[src/rtl/up_down_counter_nb.sv]
// up_down_counter_nb: loadable up/down counter with runtime limit, wrap/saturate mode and registered overflow pulse
module up_down_counter_nb #(
   parameter int WIDTH    = 8,
   parameter bit SATURATE = 1'b0
) (
   input  logic             clk,
   input  logic             rst,
   input  logic [WIDTH-1:0] in,
   input  logic             ld,
   input  logic             cnt,
   input  logic             up,
   input  logic [WIDTH-1:0] lim,
   output logic [WIDTH-1:0] count,
   output logic             tcount,
   output logic             ovf
);
   logic             at_top;
   logic             at_bot;
   logic             above;
   logic [WIDTH-1:0] count_nxt;
   logic             ovf_nxt;
   // boundary compares happen on the current value, so increment never relies on a carry-out
   always_comb begin
      at_top = count >= lim;
      at_bot = count == '0;
      above  = count > lim;
      tcount = up ? at_top : at_bot;
   end
   // next count and boundary-event flag; load beats count, out-of-range down-count re-enters at lim silently
   always_comb begin
      count_nxt = count;
      ovf_nxt   = 1'b0;
      if (ld)
         count_nxt = in;
      else if (cnt && up) begin
         count_nxt = at_top ? (SATURATE ? lim : '0) : count + 1'b1;
         ovf_nxt   = at_top;
      end else if (cnt) begin
         count_nxt = above ? lim : at_bot ? (SATURATE ? '0 : lim) : count - 1'b1;
         ovf_nxt   = !above && at_bot;
      end
   end
   // state register with synchronous reset taking priority over load and count
   always_ff @(posedge clk) begin
      if (rst) begin
         count <= '0;
         ovf   <= 1'b0;
      end else begin
         count <= count_nxt;
         ovf   <= ovf_nxt;
      end
   end
endmodule
[config.mk]
export PLATFORM = sky130hd
export DESIGN_NAME = up_down_counter_nb
export DESIGN_NICKNAME = d
export VERILOG_FILES = /design/src/rtl/up_down_counter_nb.sv
export SDC_FILE = /design/constraint.sdc
export NUM_CORES = 1
export LEC_CHECK = 0
export CAP_MARGIN = 20
export CELL_PAD_IN_SITES_DETAIL_PLACEMENT = 1
export CELL_PAD_IN_SITES_GLOBAL_PLACEMENT = 2
export CORE_ASPECT_RATIO = 0.7
export CORE_MARGIN = 2
export CORE_UTILIZATION = 29
export DETAILED_ROUTE_END_ITERATION = 12
export GPL_ROUTABILITY_DRIVEN = 0
export PLACE_DENSITY = 0.91
export SYNTH_ARGS = -nofsm -noshare
export SYNTH_HDL_FRONTEND = slang
export SYNTH_SLANG_ARGS = --single-unit
[constraint.sdc]
create_clock -name clk -period 3.92 [get_ports clk]
set_input_delay 0.784 -clock clk [delete_from_list [all_inputs] [get_ports clk]]
set_output_delay 0.784 -clock clk [all_outputs]
set_load 0.02 [all_outputs]
==> flow_metrics.py <==
metrics = {
    "cts": {
        "post-cts-setup-buffers": 0,
        "clk_latency_ns": 0.24,
        "cts_buffer_depth": 2,
        "cts.repair.resized": 0,
        "cts_max_level": 1,
        "cts.sinks": 9,
        "cts-root-buf": "clkbuf_8",
        "clk_pin_slew_ns": 0.05,
        "cts_buffers": 3,
        "cts_tree": "done",
        "hold_buffers": 0,
    },
    "synthesis": {
        "yosys-top-cells-area": "dfxtp_1 (15%), ha_1 (11%), inv_1 (5.3%)",
        "ys_ff_latch": 9,
        "seq_area_frac_synth": 0.1486,
        "synth_edf_count": 0,
        "avgSynthCellArea_sq_um": 7.578,
        "synth_flop_cell": "dfxtp_1",
        "synth_cell_type_count": 43,
        "synth.top_cell.area_share": 0.1486,
        "yosys.area.top_type": "dfxtp_1",
        "syn_inst": 160,
        "synth.net_count": 192,
        "ys_warn_count": 0,
        "async_flop_share": 0,
        "syn-cell-area_sq_mm": 0.001212,
    },
    "timing": {
        "finalCriticalPeriod_ns": 3.423,
        "setup_tns_ns": 0,
        "max_freq_ghz": 0.2922,
        "final.period_utilization": 0.8731,
        "finalHoldViolations": 0,
        "setup_violations": 0,
        "clock-skew-final_ns": 0.002878,
        "drv_slew": 0,
        "rsz0062_at_grt": "false",
        "slew-limit-headroom": 0.4803,
        "worst_pin_slew_ns": 0.7771,
    },
    "global_route": {
        "antenna_found_initial": 0,
        "grt_max_degree": 23,
        "grt_overflow": 0,
        "grt_pass1_wl_microns": 6658,
        "first_global_vias": 1382,
        "track_usage": 0.1851,
    },
    "routing": {
        "via_per_inst": 5.490,
        "via_count": 1323,
        "wirelength_microns": 4133,
        "drc_errors": 0,
        "wl_per_cell_microns": 17.15,
        "initialDrtViolationCount": 64,
        "drtAntennaViolNets": 0,
        "drt-pass1-iter-count": 4,
    },
    "critical_path": {
        "cp_top_family": "buffers and inverters",
        "path_cells": "clkdlybuf4s50_1 -> inv_1 -> ha_1 -> nor2b_1 -> o211ai_1 -> a31oi_1 -> o21ai_0 -> o21ai_0 -> dlymetal6s2s_1",
        "slowest_stage": "clkdlybuf4s50_1",
        "r2r-start": "count[3]$_SDFFE_PP0P_",
        "critPathKind": "input port to output pin",
        "critPathCaptureType": "output pin",
        "rr_worst_depth": 6,
        "cp.depth": 9,
        "slowest_delay_ns": 0.45,
        "path_buf_inv": 3,
        "crit_fanout": 2,
        "start_kind": "input port",
        "crit_top_cell": "o21ai_0",
        "cp.required_ns": 3.14,
        "cp-startpoint": "lim[1]",
        "worstPathArrival_ns": 2.64,
    },
    "layout": {
        "nets": 222,
        "antenna_cells": 0,
        "area_growth_pct": 33.33,
        "drive_above_1_share": 0.07937,
        "instances_no_fill": 241,
        "finalCoreUtilization": 0.4072,
        "stdcell_area_sq_mm": 0.001617,
    },
    "die": {
        "die_h_microns": 58.10,
        "initial_core_util": 0.3054,
        "die_w_microns": 81.28,
        "rows": 19,
        "design.portCount": 31,
        "die_area_sq_mm": 0.004722,
        "core-area_sq_mm": 0.003970,
    },
    "pwr": {
        "vdd_drop_max_mv": 0.1358,
        "powerDensity_mw_per_mm2": 379.4,
        "p_leak_nw": 0.7297,
    },
    "placement": {
        "io_buffers": 30,
        "hpwl_microns": 3225,
        "dp.cells": 237,
        "place_area_sq_mm": 0.001569,
    },
    "worst_hold_path": {
        "hold_path.startpoint": "count[6]$_SDFFE_PP0P_",
        "hold_path.class": "flop to flop",
        "hold_depth": 3,
    },
    "run_status": {
        "status": "complete, no violations",
    },
    "job": {
        "cap_violations": 0,
    },
}
## cells in the final DEF (no fill, tap or decap), types with 2 or more instances in the layout
| cell type | count |
|---|---|
| a211o_1 | 4 |
| a211oi_1 | 2 |
| a21o_1 | 2 |
| a21oi_1 | 7 |
| a221o_1 | 3 |
| a221oi_1 | 2 |
| a31oi_1 | 3 |
| and3_1 | 3 |
| buf_4 | 4 |
| clkbuf_8 | 3 |
| clkdlybuf4s50_1 | 29 |
| dfxtp_1 | 9 |
| ha_1 | 11 |
| inv_1 | 17 |
| mux2_2 | 3 |
| mux2i_1 | 6 |
| nand2_1 | 9 |
| nand2b_1 | 4 |
| nand3_1 | 3 |
| nand4_1 | 3 |
| nor2_1 | 11 |
| nor2b_1 | 4 |
| nor3_1 | 11 |
| o211ai_1 | 2 |
| o21ai_0 | 3 |
| o22ai_1 | 6 |
| o2bb2ai_1 | 2 |
| xnor2_1 | 2 |
| xor2_1 | 5 |
## cell usage after synthesis, types with 4 or more instances
cell type   n
nor3_1     11
o22ai_1     6
ha_1       11
nor2b_1     4
a21oi_1     7
a211o_1     4
inv_1      17
buf_2       4
nand2_1     9
nor2_1     11
xor2_1      5
nand2b_1    4
mux2i_1     6
dfxtp_1     9
clkbuf_1    4
## worst reg2reg max path, stage by stage (launching register included)
cell and delay, ns:
dfxtp_1 0.62, ha_1 0.40, a21oi_1 0.28, a21oi_1 0.21, a221oi_4 0.57, mux2i_1 0.37
o22ai_1 0.14
## metrics by stage
| step | worst slack [ns] | hold slack, ns | power [W] |
|---|---|---|---|
| 6_report | 0.4974 | 0.7747 | 0.0006133 |
| 5_1_grt | 0.3354 | 0.8349 | 0.0006530 |
| 4_1_cts | 0.1100 | 0.7809 | 0.0006164 |
| 3_5_place_dp | 0.1293 | 0.7662 | 0.0004959 |
| 3_3_place_gp | 0.2223 | 0.7438 | 0.0004829 |
| 2_1_floorplan | 1.063 | 0.7605 | 0.0003731 |
## worst paths after layout
| path | to | slack (ns) |
|---|---|---|
| setup / recovery | tcount | 0.50 |
| hold / removal | count[6]$_SDFFE_PP0P_ | 0.77 |
| setup reg to reg | count[7]$_SDFFE_PP0P_ | 1.22 |
| hold reg to reg | count[6]$_SDFFE_PP0P_ | 0.77 |
## cell type report
cell class,count,area [sq um]
repair buffers,34,332.8
flip-flops and latches,9,180.2
inverters,17,63.81
clock buffers,4,45.04
well taps,52,65.06
fillers,496,2354
multi-input cells,125,929.6
## sequential cells by signal, summed over array words and instances, names as in the netlist
register  flops
count         8
ovf           1
## power by group
| part | internal, W | switching, W | total (W) | leakage (nW) |
|---|---|---|---|---|
| Clock | 0.0000717 | 0.0000465 | 0.000118 | 0.0228 |
| Sequential | 0.000107 | 0.0000470 | 0.000154 | 0.0749 |
| Combinational | 0.000164 | 0.000177 | 0.000341 | 0.632 |
## logic make-up after synthesis
logic type | synth area share
flops | 0.1486
buf+inv | 0.08462
compound gates | 0.2673
mux | 0.07740
simple gates | 0.2580
xor+xnor | 0.05057
fa+ha+maj | 0.1135
## layer usage
layer  vias to the layer above  global-route usage  part of all wire
met3                         4             0.04673             0.050
li1                        641                   -                 -
met4                         0             0.04843            0.0090
met2                        31              0.2951              0.46
met5                         -                   0                 0
met1                       647              0.2495              0.48
Note: power is estimated with default switching activity, not from simulation.
